## src/rtl/sync_fifo32.sv

```systemverilog
// rtl/sync_fifo32.sv - single-clock 32-bit elastic FIFO between JPEG pipeline stages
// Registered read port: an accepted pop presents its word one edge later with a valid pulse.
module sync_fifo32 #(
  parameter int DATA_WIDTH = 32,
  parameter int DEPTH      = 16
) (
  input  logic                  clk,
  input  logic                  rst,
  input  logic                  read_req,
  input  logic [DATA_WIDTH-1:0] write_data,
  input  logic                  write_enable,
  output logic [DATA_WIDTH-1:0] read_data,
  output logic                  fifo_empty,
  output logic                  rdata_valid
);

  localparam int AW = $clog2(DEPTH);
  localparam int CW = AW + 1;
  localparam logic [CW-1:0] FULL_COUNT = CW'(DEPTH);

  logic [DATA_WIDTH-1:0] r_mem [DEPTH];
  logic [AW-1:0]         r_wr_ptr;
  logic [AW-1:0]         r_rd_ptr;
  logic [CW-1:0]         r_count;
  logic [DATA_WIDTH-1:0] r_read_data;
  logic                  r_rdata_valid;

  logic w_full;
  logic w_empty;
  logic w_wr_ok;
  logic w_rd_ok;

  // Both flags come from the pre-edge count, so a pop cannot make room for a same-cycle push.
  assign w_full  = (r_count == FULL_COUNT);
  assign w_empty = (r_count == '0);
  assign w_wr_ok = write_enable && !w_full;
  assign w_rd_ok = read_req && !w_empty;

  always_ff @(posedge clk) begin
    if (w_wr_ok && !rst) begin
      r_mem[r_wr_ptr] <= write_data;
    end
  end

  always_ff @(posedge clk) begin
    if (rst) begin
      r_wr_ptr      <= '0;
      r_rd_ptr      <= '0;
      r_count       <= '0;
      r_read_data   <= '0;
      r_rdata_valid <= 1'b0;
    end else begin
      r_rdata_valid <= w_rd_ok;
      if (w_wr_ok) begin
        r_wr_ptr <= r_wr_ptr + AW'(1);
      end
      if (w_rd_ok) begin
        r_read_data <= r_mem[r_rd_ptr];
        r_rd_ptr    <= r_rd_ptr + AW'(1);
      end
      case ({w_wr_ok, w_rd_ok})
        2'b10:   r_count <= r_count + CW'(1);
        2'b01:   r_count <= r_count - CW'(1);
        default: r_count <= r_count;
      endcase
    end
  end

  assign read_data   = r_read_data;
  assign rdata_valid = r_rdata_valid;
  assign fifo_empty  = w_empty;

endmodule

```

## config.mk

```make
export PLATFORM = sky130hd
export DESIGN_NAME = sync_fifo32
export DESIGN_NICKNAME = d
export VERILOG_FILES = /design/src/rtl/sync_fifo32.sv
export SDC_FILE = /design/constraint.sdc
export NUM_CORES = 1
export LEC_CHECK = 0
export ABC_AREA = 1
export CORE_UTILIZATION = 56
export CTS_BUF_LIST = sky130_fd_sc_hd__clkbuf_16
export DETAILED_ROUTE_END_ITERATION = 8
export PLACE_DENSITY = 0.72
export SLEW_MARGIN = 15
export SYNTH_ARGS = -nofsm -noshare
export SYNTH_HDL_FRONTEND = slang
export SYNTH_SLANG_ARGS = --single-unit
```

## constraint.sdc

```tcl
create_clock -name clk -period 2.9 [get_ports clk]
set_input_delay 0.58 -clock clk [delete_from_list [all_inputs] [get_ports clk]]
set_output_delay 0.58 -clock clk [all_outputs]
set_load 0.05 [all_outputs]
```

==> flow_metrics.tcl <==
set metrics [dict create \
    syn_nets 2338 \
    drc 0 \
    swShare 0.329 \
    synth_edf_count 512 \
    detail-route-antenna-nets 0 \
    cp_max_fo 3 \
    ys_ff_latch 558 \
    antenna_found_initial 0 \
    grt_first_pass_wirelength_mm 87.3 \
    clk_transition_reported_paths_ns 0.06 \
    status "completed" \
    die_w_um 208 \
    synth_common_cells "nand2_1, edfxtp_1, nand3_1, inv_1, nor2_1" \
    via_count 16000 \
    clkSinkCount 558 \
    critPathRequiredTime_ns 2.32 \
    p_leak_nw 11.3 \
    final_util 0.644 \
    rsz0062_at_grt "false" \
    cts_resized 0 \
    p_per_area_mw_per_mm2 823 \
    layout.nets 2402 \
    synthFlopType "edfxtp_1" \
    setup-violations-final 0 \
    tightest_slew_ns 0.991 \
    ys_seq_area_frac 0.687 \
    cp.arrival_ns 2.06 \
    hpwl_mm 29.3 \
    numCtsBuffers 55 \
    async_flop_share 0 \
    power_frac_seq 0.423 \
    ctsHoldBuffers 0 \
    drv_cap 0 \
    root_buffer "clkbuf_16" \
    grt_max_degree 115 \
    syn_to_final_growth_pct 13.5 \
    port_buffers 69 \
    startpoint_type "flip-flop" \
    holdPathStages 2 \
    drt_wl_total_mm 55.6 \
    yosysMostFrequentCell "nand2_1" \
    insertion_delay_ns 0.61 \
    io_pins 70 \
    yosys_warnings 0 \
    drtIter0Drc 1685 \
    synth_area_leaders "edfxtp_1, nand2_1, nand3_1" \
    core_mm2 0.0419 \
    reg2reg_depth 14 \
    post_cts_buffers 0 \
    start_util 0.567 \
    syn_inst 2292 \
    slew_violations 0 \
    setup_tns_ns 0 \
    grtUsageTotal 0.263 \
    fin_crit_sh 0.910 \
    power.internal_mw 14.9 \
    grt_overflow 0 \
    ir_drop_mv 0.577 \
    std_cell_rows 75 \
    cts_tree "yes" \
    gp_congestion 0.760 \
    final_layout_size_suffix_gt1_frac 0.0641 \
    h-tree-depth 2 \
    die_area_mm2 0.0432 \
    yosysTopAreaCell "edfxtp_1" \
    synth_area_mm2 0.0237 \
    path_class "flip-flop to primary output" \
    clk_path_buf_depth 3 \
    hold_violations 0 \
    wire_per_inst_um 18.9 \
    min_period_ns 2.64 \
    antenna_cells 0 \
    synth.top_cell.area_share 0.648 \
    num-fill-cells 3148 \
    placedCellCount 2838 \
    via_per_inst 5.45 \
    end_kind "primary output" \
    max_slew_margin 0.339 \
    synth_area_per_cell_um2 10.4 \
    total_power_mw 22.2 \
    min_path_type "flip-flop to flip-flop" \
    first_global_vias 15900 \
    fin_worst_skew_ns 0.0158 \
    die_h_um 208 \
    final_cells 2941 \
    fmax_mhz 379 \
    p_clk_frac 0.308 \
    synth_cell_types 27 \
    p_comb_frac 0.268 \
    first_pass_iters 6 \
    p_switching_mw 7.30 \
]
flip-flops by register name (all words and copies together), names as in the netlist:
name	count
r_mem	512
read_data	32
r_count	5
r_rd_ptr	4
r_wr_ptr	4
rdata_valid	1
metrics by stage:
stage / instance area [um2] / hold WS [ns] / worst slack (ns)
final: 26900 / 0.513 / 0.260
after global routing: 26900 / 0.534 / 0.174
after CTS: 26900 / 0.488 / 0.222
after detailed placement: 25200 / 0.501 / 0.220
after global placement: 25200 / 0.497 / 0.257
after floorplan: 23700 / 0.472 / 0.0575
layout by cell type, fill, tap and decap left out, types with 2 or more instances in the layout:
| cell type | n |
|---|---|
| nor2_4 | 16 |
| nor2_1 | 68 |
| clkbuf_16 | 56 |
| clkinv_2 | 9 |
| ha_1 | 9 |
| nand2_1 | 819 |
| dfxtp_4 | 2 |
| dfxtp_2 | 2 |
| dfxtp_1 | 42 |
| buf_12 | 24 |
| clkdlybuf4s50_1 | 68 |
| xor2_1 | 4 |
| inv_6 | 2 |
| bufinv_16 | 5 |
| buf_4 | 32 |
| a21oi_1 | 12 |
| o21ai_0 | 8 |
| clkinv_1 | 9 |
| nand4_1 | 2 |
| nand3_1 | 361 |
| edfxtp_1 | 512 |
| inv_1 | 329 |
cell type report:
type	count	area (um2)	share of cell area
inverter	310	1170	0.0435
clock buffer	56	1400	0.0520
tap	539	674	0.0250
multi-input combinational	1306	5640	0.209
timing repair buffer	125	1410	0.0522
clock inverter	47	335	0.0124
sequential	558	16300	0.605
power groups by stage:
stage	clock network, mW	registers (mW)	logic [mW]
after detailed placement	0	9.55	5.93
after floorplan	0	10.1	3.86
after global routing	7.26	9.42	6.59
after CTS	6.95	9.38	5.96
after global placement	0	9.53	5.83
final	6.83	9.39	5.95
layer usage:
metal | part of all wire | vias up | track usage | wire length (um)
li1 | - | 7561 | - | -
met1 | 0.40 | 7712 | 0.350 | 22500
met2 | 0.49 | 663 | 0.439 | 27000
met3 | 0.083 | 98 | 0.0439 | 4590
met4 | 0.027 | 0 | 0.0973 | 1500
met5 | 0 | - | 0 | 0
worst paths after layout:
check                           startpoint                       end  slack (ns)
setup / recovery   r_count[1]$_SDFFE_PP0P_                fifo_empty        0.26
hold / removal    r_wr_ptr[3]$_SDFFE_PP0P_  r_wr_ptr[3]$_SDFFE_PP0P_        0.51
setup reg to reg   r_count[1]$_SDFFE_PP0P_   r_count[4]$_SDFFE_PP0P_        0.65
hold reg to reg   r_wr_ptr[3]$_SDFFE_PP0P_  r_wr_ptr[3]$_SDFFE_PP0P_        0.51
worst max-delay path, cell delays in order, from the launching register on:
cell	delay, ns
dfxtp_1	0.33
inv_1	0.12
nand4_1	0.15
inv_1	0.08
clkdlybuf4s50_1	0.79
cells by family (layout without fill, tap and decap cells):
logic type               count (synthesis)  after routing  share of synthesized area
XOR/XNOR                                 5              5                    0.00185
buffers and inverters                  428            538                     0.0806
AND/OR/NAND/NOR                       1269           1269                      0.220
adder cells (fa/ha/maj)                 10             10                    0.00559
flip-flops                             558            558                      0.687
AO/OA/AOI/OAI                           22             22                    0.00485
Note: power is estimated with default switching activity, not from simulation.
